## src/rtl/pipelined_rca_adder.sv

```systemverilog
// Pipelined ripple-carry adder/subtractor: one CHUNK-bit slice per stage, valid/ready on both sides.
// Optional signed-overflow output Ovf is enabled by defining ADD_OVF_FLAG_EN.
module pipelined_rca_adder #(
    parameter int WIDTH = 16,
    parameter int CHUNK = 4
) (
    input  logic             clk,
    input  logic             rst_n,
    input  logic             in_valid,
    output logic             in_ready,
    input  logic [WIDTH-1:0] A,
    input  logic [WIDTH-1:0] B,
    input  logic             Cin,
    input  logic             sub,
    output logic             out_valid,
    input  logic             out_ready,
    output logic [WIDTH-1:0] S,
    output logic             Cout
`ifdef ADD_OVF_FLAG_EN
    ,
    output logic             Ovf
`endif
);

    localparam int CHUNK_SAFE = (CHUNK < 1) ? 1 : CHUNK;
    localparam int STAGES     = (WIDTH / CHUNK_SAFE < 1) ? 1 : WIDTH / CHUNK_SAFE;

    generate
        if (CHUNK < 1 || (WIDTH % CHUNK_SAFE) != 0) begin : g_bad_params
            $error("pipelined_rca_adder: WIDTH must be a positive multiple of CHUNK");
        end
    endgenerate

    // Handshake: a beat moves on every edge where advance is high; the whole
    // pipeline stalls together when the output holds a beat the sink refuses.
    logic advance;

    // Bank 0 latches the operands; bank k+1 holds the beat after slice k is added.
    logic                 vld_q [0:STAGES];
    logic                 c_q   [0:STAGES];
    logic [WIDTH-1:0]     s_q   [0:STAGES];
    logic [WIDTH-1:0]     a_q   [0:STAGES-1];
    logic [WIDTH-1:0]     b_q   [0:STAGES-1];
    logic [CHUNK_SAFE:0]  slice_t [0:STAGES-1];

    assign advance   = !vld_q[STAGES] || out_ready;
    assign in_ready  = advance;
    assign out_valid = vld_q[STAGES];
    assign S         = s_q[STAGES];
    assign Cout      = c_q[STAGES];

    always_comb begin
        for (int k = 0; k < STAGES; k++) begin
            slice_t[k] = {1'b0, a_q[k][k*CHUNK_SAFE +: CHUNK_SAFE]}
                       + {1'b0, b_q[k][k*CHUNK_SAFE +: CHUNK_SAFE]}
                       + {{CHUNK_SAFE{1'b0}}, c_q[k]};
        end
    end

    always_ff @(posedge clk) begin
        if (!rst_n) begin
            for (int k = 0; k <= STAGES; k++) begin
                vld_q[k] <= 1'b0;
                c_q[k]   <= 1'b0;
                s_q[k]   <= '0;
            end
            for (int k = 0; k < STAGES; k++) begin
                a_q[k] <= '0;
                b_q[k] <= '0;
            end
        end else if (advance) begin
            vld_q[0] <= in_valid;
            a_q[0]   <= A;
            b_q[0]   <= B ^ {WIDTH{sub}};
            c_q[0]   <= sub ? 1'b1 : Cin;
            s_q[0]   <= '0;
            for (int k = 0; k < STAGES; k++) begin
                vld_q[k+1] <= vld_q[k];
                c_q[k+1]   <= slice_t[k][CHUNK_SAFE];
                s_q[k+1]   <= s_q[k];
                s_q[k+1][k*CHUNK_SAFE +: CHUNK_SAFE] <= slice_t[k][CHUNK_SAFE-1:0];
                if (k + 1 < STAGES) begin
                    a_q[k+1] <= a_q[k];
                    b_q[k+1] <= b_q[k];
                end
            end
        end
    end

`ifdef ADD_OVF_FLAG_EN
    // Carry into the MSB is recovered from the MSB sum bit: c = a ^ b ^ s.
    logic ovf_q;
    assign Ovf = ovf_q;

    always_ff @(posedge clk) begin
        if (!rst_n) begin
            ovf_q <= 1'b0;
        end else if (advance) begin
            ovf_q <= a_q[STAGES-1][WIDTH-1] ^ b_q[STAGES-1][WIDTH-1]
                   ^ slice_t[STAGES-1][CHUNK_SAFE-1] ^ slice_t[STAGES-1][CHUNK_SAFE];
        end
    end
`endif

endmodule
```

## config.mk

```make
export PLATFORM = sky130hd
export DESIGN_NAME = pipelined_rca_adder
export DESIGN_NICKNAME = d
export VERILOG_FILES = /design/src/rtl/pipelined_rca_adder.sv
export SDC_FILE = /design/constraint.sdc
export NUM_CORES = 1
export LEC_CHECK = 0
export ABC_AREA = 1
export BUFFER_PORTS_ARGS = -buffer_cell sky130_fd_sc_hd__buf_4
export CORE_MARGIN = 5
export CORE_UTILIZATION = 35
export DETAILED_ROUTE_END_ITERATION = 8
export GPL_TIMING_DRIVEN = 0
export PLACE_DENSITY = 0.48
export SLEW_MARGIN = 15
export SYNTH_ARGS = -nofsm -noshare
export SYNTH_HDL_FRONTEND = slang
export SYNTH_SLANG_ARGS = --single-unit
```

## constraint.sdc

```tcl
create_clock -name clk -period 5.4 [get_ports clk]
set_input_delay 0.54 -clock clk [delete_from_list [all_inputs] [get_ports clk]]
set_output_delay 0.54 -clock clk [all_outputs]
set_load 0.01 [all_outputs]
```

==> results.yml, run 1 <==
status:
  outcome: "finished, final reports clean"
sta:
  fin_worst_skew_ps: 4.667
  grt_setup_unrepaired: "no"
  min_period_over_period_pct: 35.15
  worst_slew_pin_slew_ps: 526.5
  fin_crit_ps: 1898
  setup_viol: 0
  slew_headroom_pct: 64.90
  hold_viol: 0
  slew_violations: 0
  fmax_mhz: 526.8
  tns_ps: 0
  hold_ws_ps: 422.8
clock_tree:
  htree_levels: 4
  path_clk_slew_ps: 50
  numCtsBuffers: 17
  hold_buffers: 0
  cts_buffer_depth: 2
  post_cts_resized: 0
  cts_setup_buffers: 0
  cts_tree: "done"
  clock_latency_ps: 410
  root_buffer: "clkbuf_16"
  cts_sinks: 130
worst_setup_path:
  cp.required_ps: 5560
  path_max_fanout: 2
  endpoint_kind: "flop"
  cp.arrival_ps: 2050
  critical_path.startpoint_type: "flop"
  crit_type: "reg2reg"
routing:
  wl_per_cell_um: 11.75
  drc: 0
  drt-initial-drc-count: 213
  viasPerCell: 4.039
  drtAntennaViolNets: 0
  firstDrtPassIters: 4
  routed_wl_um: 9121
  vias: 3134
floorplan:
  start_util_pct: 35.49
  coreArea_um2: 15830
  rows: 46
  dieWidth_um: 136.7
  die_area_um2: 18680
  io_pins: 57
  die_h_um: 136.7
synthesis:
  synth_edf_count: 130
  synth_top_area_share_pct: 69.49
  syn_area_um2: 5618
  async_flop_share_pct: 0
  ys_types: 18
  avgSynthCellArea_um2: 11.85
  yosys.area.top_type: "edfxtp_1"
  synth_common_cells: "edfxtp_1, nor2_1, inv_1"
  yosys_register_bits: 130
  yosys-top-cells-area: "edfxtp_1, nor2_1, inv_1"
  yosys_most_used_dff: "edfxtp_1"
  netlist_instances: 474
  ys_warn_count: 0
  synth.most_common_cell: "edfxtp_1"
  syn_nets: 532
  synth_seq_area_share_pct: 69.49
layout:
  drive_above_1_share_pct: 18.21
  final_nets: 608
  area_growth_pct: 22.18
  multiInputGateArea_um2: 1160
  register_area_um2: 3904
  num_antenna_cells: 0
  final_util_pct: 43.37
  num-fill-cells: 1509
grt:
  grt_pass1_vias: 3153
  grt_pass1_wl_um: 15170
  grt_max_degree: 56
  grt_overflow_total: 0
  antenna_found_initial: 0
  track_usage_pct: 10.83
pwr:
  vdd_ir_drop_max_uv: 223.3
  p_per_area_nw_per_um2: 341.0
  p_leak_nw: 3.018
placement:
  gp_congestion: 0.7460
  port_buffers: 55
  dp_hpwl_um: 6207
hold_path:
  hold_path.class: "in2reg"
run:
  drv_cap: 0
placed cells by master (no fill, tap or decap):
master / Yosys / layout
edfxtp_1: 130 / 130
nor2_1: 128 / 128
inv_1: 121 / 121
buf_4: 1 / 56
clkbuf_16: 0 / 17
xnor2_1: 16 / 16
a21oi_1: 14 / 14
ha_1: 12 / 12
nand2_1: 10 / 10
nand3_1: 10 / 9
buf_2: 9 / 9
fa_1: 8 / 8
buf_6: 5 / 5
clkinv_1: 0 / 5
clkinv_2: 0 / 5
or2_2: 3 / 3
nand2_2: 2 / 2
xor2_1: 2 / 2
nor3_1: 1 / 1
nand3_4: 0 / 1
inv_2: 1 / 1
o21ai_0: 1 / 1
bufinv_16: 0 / 1
clkbuf_1: 0 / 1
buf_12: 0 / 1
buf_16: 0 / 1
registers in the layout (all words and copies together) (netlist names):
name   count
b_q       40
s_q       40
a_q       40
vld_q      5
c_q        5
layout make-up:
class / count / area share (%)
sequential: 130 / 56.87
inverter: 122 / 6.672
timing repair buffer: 57 / 6.708
clock buffer: 18 / 6.252
clock inverter: 11 / 1.075
buffer: 15 / 1.586
multi-input combinational: 207 / 16.90
tap: 216 / 3.937
report_power, final:
group / switching (W) / leakage [nW] / total (W) / internal (W)
logic: 0.0000866 / 1.21 / 0.000160 / 0.0000729
clock network: 0.000379 / 0.252 / 0.000989 / 0.000610
registers: 0.0000173 / 1.55 / 0.00119 / 0.00117
total: 0.000483 / 3.02 / 0.00234 / 0.00186
per-stage QoR:
stage               instance area (um^2)  total power (W)  instances  setup WS [ps]
finish                              6864         0.002341        776           3502
global route                        6864         0.002441        776           3349
CTS                                 6864         0.002373        776           3486
detailed placement                  6361         0.001375        747           3236
global placement                    6301         0.001372        745          -1490
floorplan                           5618         0.001312        474          429.6
final timing paths:
kind | start | to | slack (ps) | cells past startpoint
setup reg to reg | b_q[3][12] | c_q[0][4] | 3500 | 6
hold reg to reg | s_q[1][0] | s_q[2][0] | 540 | 2
setup / recovery | b_q[3][12] | c_q[0][4] | 3500 | 6
hold / removal | A[14] | a_q[0][14] | 420 | 3
layer usage:
layer / GRT usage [%] / vias to the layer above / wire length [um]
met2: 16.98 / 64 / 4427
met4: 6.215 / 0 / 211
met3: 3.493 / 14 / 393
met1: 13.15 / 1434 / 4088
li1: - / 1622 / -
met5: 0 / - / 0
cell families (layout without fill, tap and decap cells):
group | count (synthesis) | after routing | share of synthesized area (%)
adder cells (fa/ha/maj) | 20 | 20 | 5.523
flip-flops | 130 | 130 | 69.49
XOR/XNOR | 18 | 18 | 2.806
AO/OA/AOI/OAI | 15 | 15 | 1.336
AND/OR/NAND/NOR | 154 | 154 | 10.76
buffers and inverters | 137 | 223 | 10.09
worst max-delay path: stages (launching register included):
cell and delay [ps]:
edfxtp_1 390, fa_1 490, fa_1 400, nand2_1 70, inv_1 50, o21ai_0 160, a21oi_1 90
Note: power is estimated with default switching activity, not from simulation.
==> run 2, diff against run 1 <==
--- a/config.mk
+++ b/config.mk
@@ -11,7 +11,7 @@
 export CORE_UTILIZATION = 35
 export DETAILED_ROUTE_END_ITERATION = 8
 export GPL_TIMING_DRIVEN = 0
-export PLACE_DENSITY = 0.48
+export PLACE_DENSITY = 0.5
 export SLEW_MARGIN = 15
 export SYNTH_ARGS = -nofsm -noshare
 export SYNTH_HDL_FRONTEND = slang
==> constraint.sdc (replaced) <==
create_clock -name clk -period 1.6 [get_ports clk]
set_input_delay 0.16 -clock clk [delete_from_list [all_inputs] [get_ports clk]]
set_output_delay 0.16 -clock clk [all_outputs]
set_load 0.01 [all_outputs]
==> results.yml, run 2 (synthesis gave the netlist of run 1 again) <==
status:
  outcome: "complete, but fails checks"
  violations: "negative setup slack"
pwr:
  p_leak_nw: 3.004
  p_per_area_nw_per_um2: 1121
  vdd_ir_drop_max_uv: 790.8
hold_path:
  hold_path.class: "in2reg"
sta:
  hold_viol: 0
  fin_worst_skew_ps: 6.931
  fmax_mhz: 574.0
  grt_setup_unrepaired: "yes"
  fin_crit_ps: 1742
  worst_slew_pin_slew_ps: 495.1
  fin_ws_ps: -142.3
  slew_headroom_pct: 66.95
  slew_violations: 0
  min_period_over_period_pct: 108.9
  setup_viol: 6
worst_setup_path:
  slowest_stage: "fa_2"
  crit_chain: "fa_2 -> fa_2 -> nand2_1 -> inv_2 -> o21ai_1 -> a21oi_1"
  critical_path.startpoint_type: "flop"
  cp.required_ps: 1760
  endpoint_kind: "flop"
  crit_type: "reg2reg"
  cp.arrival_ps: 1900
  cpLargestDelayFamily: "adder cells"
  path_max_fanout: 2
  path_common_cell: "fa_2"
  cpPeakStageDelay_ps: 420
  critPathBufInv: 1
floorplan:
  die_area_um2: 18680
  io_pins: 57
  die_h_um: 136.7
  coreArea_um2: 15830
  dieWidth_um: 136.7
  rows: 46
  start_util_pct: 35.49
placement:
  dpl.cell_count: 747
  place_area_um2: 6382
  dp_hpwl_um: 6289
  gp_congestion: 0.7287
  port_buffers: 55
layout:
  final_cell_mix: "edfxtp_1, nor2_1, inv_1"
  final_util_pct: 43.81
  mostFrequentLayoutCell: "edfxtp_1"
  num_antenna_cells: 0
  drive_above_1_share_pct: 22.87
  final_nets: 613
  area_growth_pct: 23.43
  top_regs: "a_q x40, b_q x40, s_q x40"
  fin_area_um2: 6934
  instances_no_fill: 780
clock_tree:
  root_buffer: "clkbuf_16"
  htree_levels: 4
  cts_tree: "done"
  clock_latency_ps: 410
  cts_buffer_depth: 2
  path_clk_slew_ps: 50
  numCtsBuffers: 17
  cts_sinks: 130
routing:
  drt-initial-drc-count: 225
  wl_per_cell_um: 12.26
  firstDrtPassIters: 4
  viasPerCell: 4.054
  drc: 0
  drtAntennaViolNets: 0
  routed_wl_um: 9561
  vias: 3162
grt:
  grt_pass1_vias: 3154
  grt_overflow_total: 0
  antenna_found_initial: 0
  grt_max_degree: 57
  track_usage_pct: 11.30
  grt_pass1_wl_um: 15700
run:
  drv_cap: 0
run 2: path summary, 6_finish.rpt:
path	startpoint	to	slack, ps	cells past startpoint
setup / recovery	b_q[3][12]	c_q[0][4]	-140	6
hold / removal	A[8]	a_q[0][8]	50	3
setup reg to reg	b_q[3][12]	c_q[0][4]	-140	6
hold reg to reg	b_q[1][9]	b_q[2][9]	540	2
run 2: final cells by class:
| type | instances | area [um^2] |
|---|---|---|
| Fill cell | 1501 | 8894 |
| Timing Repair Buffer | 61 | 490.5 |
| Clock inverter | 3 | 11.26 |
| Buffer | 15 | 108.9 |
| Sequential cell | 130 | 3904 |
| Clock buffer | 25 | 455.4 |
| Multi-Input combinational cell | 208 | 1236 |
| Tap cell | 216 | 270.3 |
| Inverter | 122 | 457.9 |
run 2: worst reg2reg max path, delay by kind of cell (launching register included):
| kind | cells | cell delay (ps) |
|---|---|---|
| AO/OA/AOI/OAI | 2 | 180 |
| adder cells (fa/ha/maj) | 2 | 780 |
| buffers and inverters | 1 | 40 |
| flip-flops | 1 | 400 |
| AND/OR/NAND/NOR | 1 | 90 |
run 2: what timing repair did:
item                                    in CTS  in global routing
endpoints found under the setup margin      67                 14
hold buffers                                 0                  0
gates resized for setup                      6                 15
pin swaps                                    8                  7
buffers inserted                             0                  4
cloned                                       1                  0
run 2: where the power goes:
part           internal, W  switching, W  leakage, nW
sequential         0.00397     0.0000607         1.55
clock              0.00192       0.00125        0.224
combinational     0.000260      0.000309         1.23
run 2: stage by stage:
stage | setup slack, ps | TNS, ps | hold WS [ps] | power [W]
finish | -142.3 | -234.9 | 45.89 | 0.007774
global route | -228.2 | -679.0 | 34.02 | 0.008117
CTS | -121.9 | -236.2 | 25.91 | 0.007863
detailed placement | -162.4 | -2169 | 459.9 | 0.004649
global placement | -967.0 | -125380 | 457.7 | 0.004634
floorplan | -493.2 | -64200 | 368.0 | 0.004432
run 2: layer usage:
metal / part of all wire, % / global-route usage, % / vias up
met2: 47 / 17.69 / 62
met1: 47 / 14.46 / 1451
met5: 0 / 0 / -
li1: - / - / 1635
met3: 4.0 / 3.272 / 14
met4: 2.0 / 5.375 / 0
==> run 3, diff against run 2 <==
--- a/config.mk
+++ b/config.mk
@@ -11,7 +11,7 @@
 export CORE_UTILIZATION = 35
 export DETAILED_ROUTE_END_ITERATION = 8
 export GPL_TIMING_DRIVEN = 0
-export PLACE_DENSITY = 0.5
+export PLACE_DENSITY = 0.48
 export SLEW_MARGIN = 15
 export SYNTH_ARGS = -nofsm -noshare
 export SYNTH_HDL_FRONTEND = slang
==> constraint.sdc (replaced) <==
create_clock -name clk -period 1.7 [get_ports clk]
set_input_delay 0.17 -clock clk [delete_from_list [all_inputs] [get_ports clk]]
set_output_delay 0.17 -clock clk [all_outputs]
set_load 0.01 [all_outputs]
==> results.yml, run 3 (synthesis gave the netlist of run 1 again) <==
status:
  outcome: "complete, but fails checks"
  violations: "negative setup slack"
clock_tree:
  numCtsBuffers: 17
  path_clk_slew_ps: 50
  hold_buffers: 0
  htree_levels: 4
  root_buffer: "clkbuf_16"
  clock_latency_ps: 420
  cts_sinks: 130
  cts_tree: "done"
  cts_buffer_depth: 2
pwr:
  power_w: 0.007480
  power.share.sequential_pct: 50.6
  p_comb_share_pct: 7.0
  intPower_w: 0.005912
  vdd_ir_drop_max_uv: 749.9
  p_sw_w: 0.001569
  p_per_area_nw_per_um2: 1079
  pwr-share-clk_pct: 42.4
  p_leak_nw: 3.018
  swShare_pct: 20.97
worst_setup_path:
  endpoint_kind: "flop"
  cp.arrival_ps: 1890
  path_max_fanout: 2
  cp.required_ps: 1860
  critical_path.startpoint_type: "flop"
  crit_type: "reg2reg"
routing:
  viasPerCell: 4.106
  drt-initial-drc-count: 188
  drc: 0
  wl_per_cell_um: 12.26
  firstDrtPassIters: 4
  routed_wl_um: 9563
  vias: 3203
  drtAntennaViolNets: 0
run:
  drv_cap: 0
grt:
  grt_use_met1_pct: 14.22
  grt_use_met2_pct: 17.44
  antenna_found_initial: 0
  grt_overflow_total: 0
  use_met3_pct: 3.640
  busiest_layer: "met2"
  grt_max_degree: 41
  grt_pass1_vias: 3170
  track_usage_pct: 11.41
  grt_pass1_wl_um: 15750
layout:
  final_cell_mix: "edfxtp_1, nor2_1, inv_1"
  num_antenna_cells: 0
  top_regs: "a_q x40, b_q x40, s_q x40"
  num-fill-cells: 1532
  drive_above_1_share_pct: 20.92
  final_nets: 611
  area_growth_pct: 23.41
  mostFrequentLayoutCell: "edfxtp_1"
sta:
  setup_viol: 1
  fmax_mhz: 578.8
  hold_viol: 0
  fin_ws_ps: -27.85
  slew_headroom_pct: 72.04
  fin_crit_ps: 1728
  fin_worst_skew_ps: 5.792
  tns_ps: -27.85
  grt_setup_unrepaired: "yes"
  slew_violations: 0
  min_period_over_period_pct: 101.6
  worst_slew_pin_slew_ps: 418.9
placement:
  port_buffers: 55
  pre_cts_ws_ps: -319.4
  gp_congestion: 0.7401
  dp_hpwl_um: 6249
floorplan:
  die_area_um2: 18680
  io_pins: 57
  dieWidth_um: 136.7
  die_h_um: 136.7
  rows: 46
  coreArea_um2: 15830
  start_util_pct: 35.49
hold_path:
  hold_path.class: "in2reg"
-- run 3: cell types whose count changed in the layout (fill, tap and decap cells not counted), moves of 2 or more --
cell      delta
nor2_2       -4
inv_2        -6
buf_4        -3
nor2_1       +4
clkbuf_1     -6
clkinv_1     +3
inv_1        +6
a21oi_2      -2
a21oi_1      +2
clkinv_2     +4
-- run 3: timing repair --
action | 4_1_cts | 5_1_grt
setup endpoints to repair | 83 | 35
gates resized for setup | 7 | 8
buffers inserted | 1 | 0
pin swaps | 4 | 5
cloned | 2 | 0
-- run 3: final cells by class --
type                            instances  area (um^2)  share of cell area (%)
Inverter                              122        457.9                   6.605
Sequential cell                       130         3904                   56.31
Clock buffer                           19        432.9                   6.244
Tap cell                              216        270.3                   3.898
Buffer                                 15        108.9                   1.570
Multi-Input combinational cell        209         1226                   17.69
Clock inverter                         11        72.57                   1.047
Timing Repair Buffer                   58        460.4                   6.641
-- run 3: power by group through the flow --
stage	Sequential, W	Clock, W	Combinational, W
after floorplan	0.00385	0	0.000321
after global placement	0.00385	0	0.000506
after detailed placement	0.00385	0	0.000517
after CTS	0.00379	0.00326	0.000530
after global routing	0.00380	0.00341	0.000602
final	0.00379	0.00317	0.000520
-- run 3: routing by layer --
metal | part of all wire [%] | wire [um]
met1 | 46 | 4437
met4 | 2.6 | 253
met3 | 4.0 | 381
met5 | 0 | 0
met2 | 47 | 4491
-- run 3: metrics by stage --
| stage | hold slack [ps] | instance area, um^2 | cells | utilization [%] |
|---|---|---|---|---|
| 4_1_cts | 35.27 | 6910 | 780 | 43.66 |
| 5_1_grt | 34.91 | 6933 | 780 | 43.80 |
| 2_1_floorplan | 378.0 | 5638 | 474 | - |
| 3_3_place_gp | 467.8 | 6321 | 745 | 39.94 |
| 3_5_place_dp | 471.8 | 6361 | 747 | 40.19 |
| 6_report | 46.08 | 6933 | 780 | 43.80 |
-- run 3: final timing paths --
kind         startpoint        end  slack [ps]  cells after the start
min                A[3]  a_q[0][3]          50                      3
min reg2reg   s_q[1][2]  s_q[2][2]         540                      2
max          b_q[3][12]  c_q[0][4]         -30                      6
max reg2reg  b_q[3][12]  c_q[0][4]         -30                      6
-- run 3: worst max-delay path, stage by stage, from the launching register on --
cell and delay, ps:
edfxtp_1 400, fa_2 430, fa_2 350, nand2_1 60, inv_1 50, o21ai_1 110
a21oi_1 80
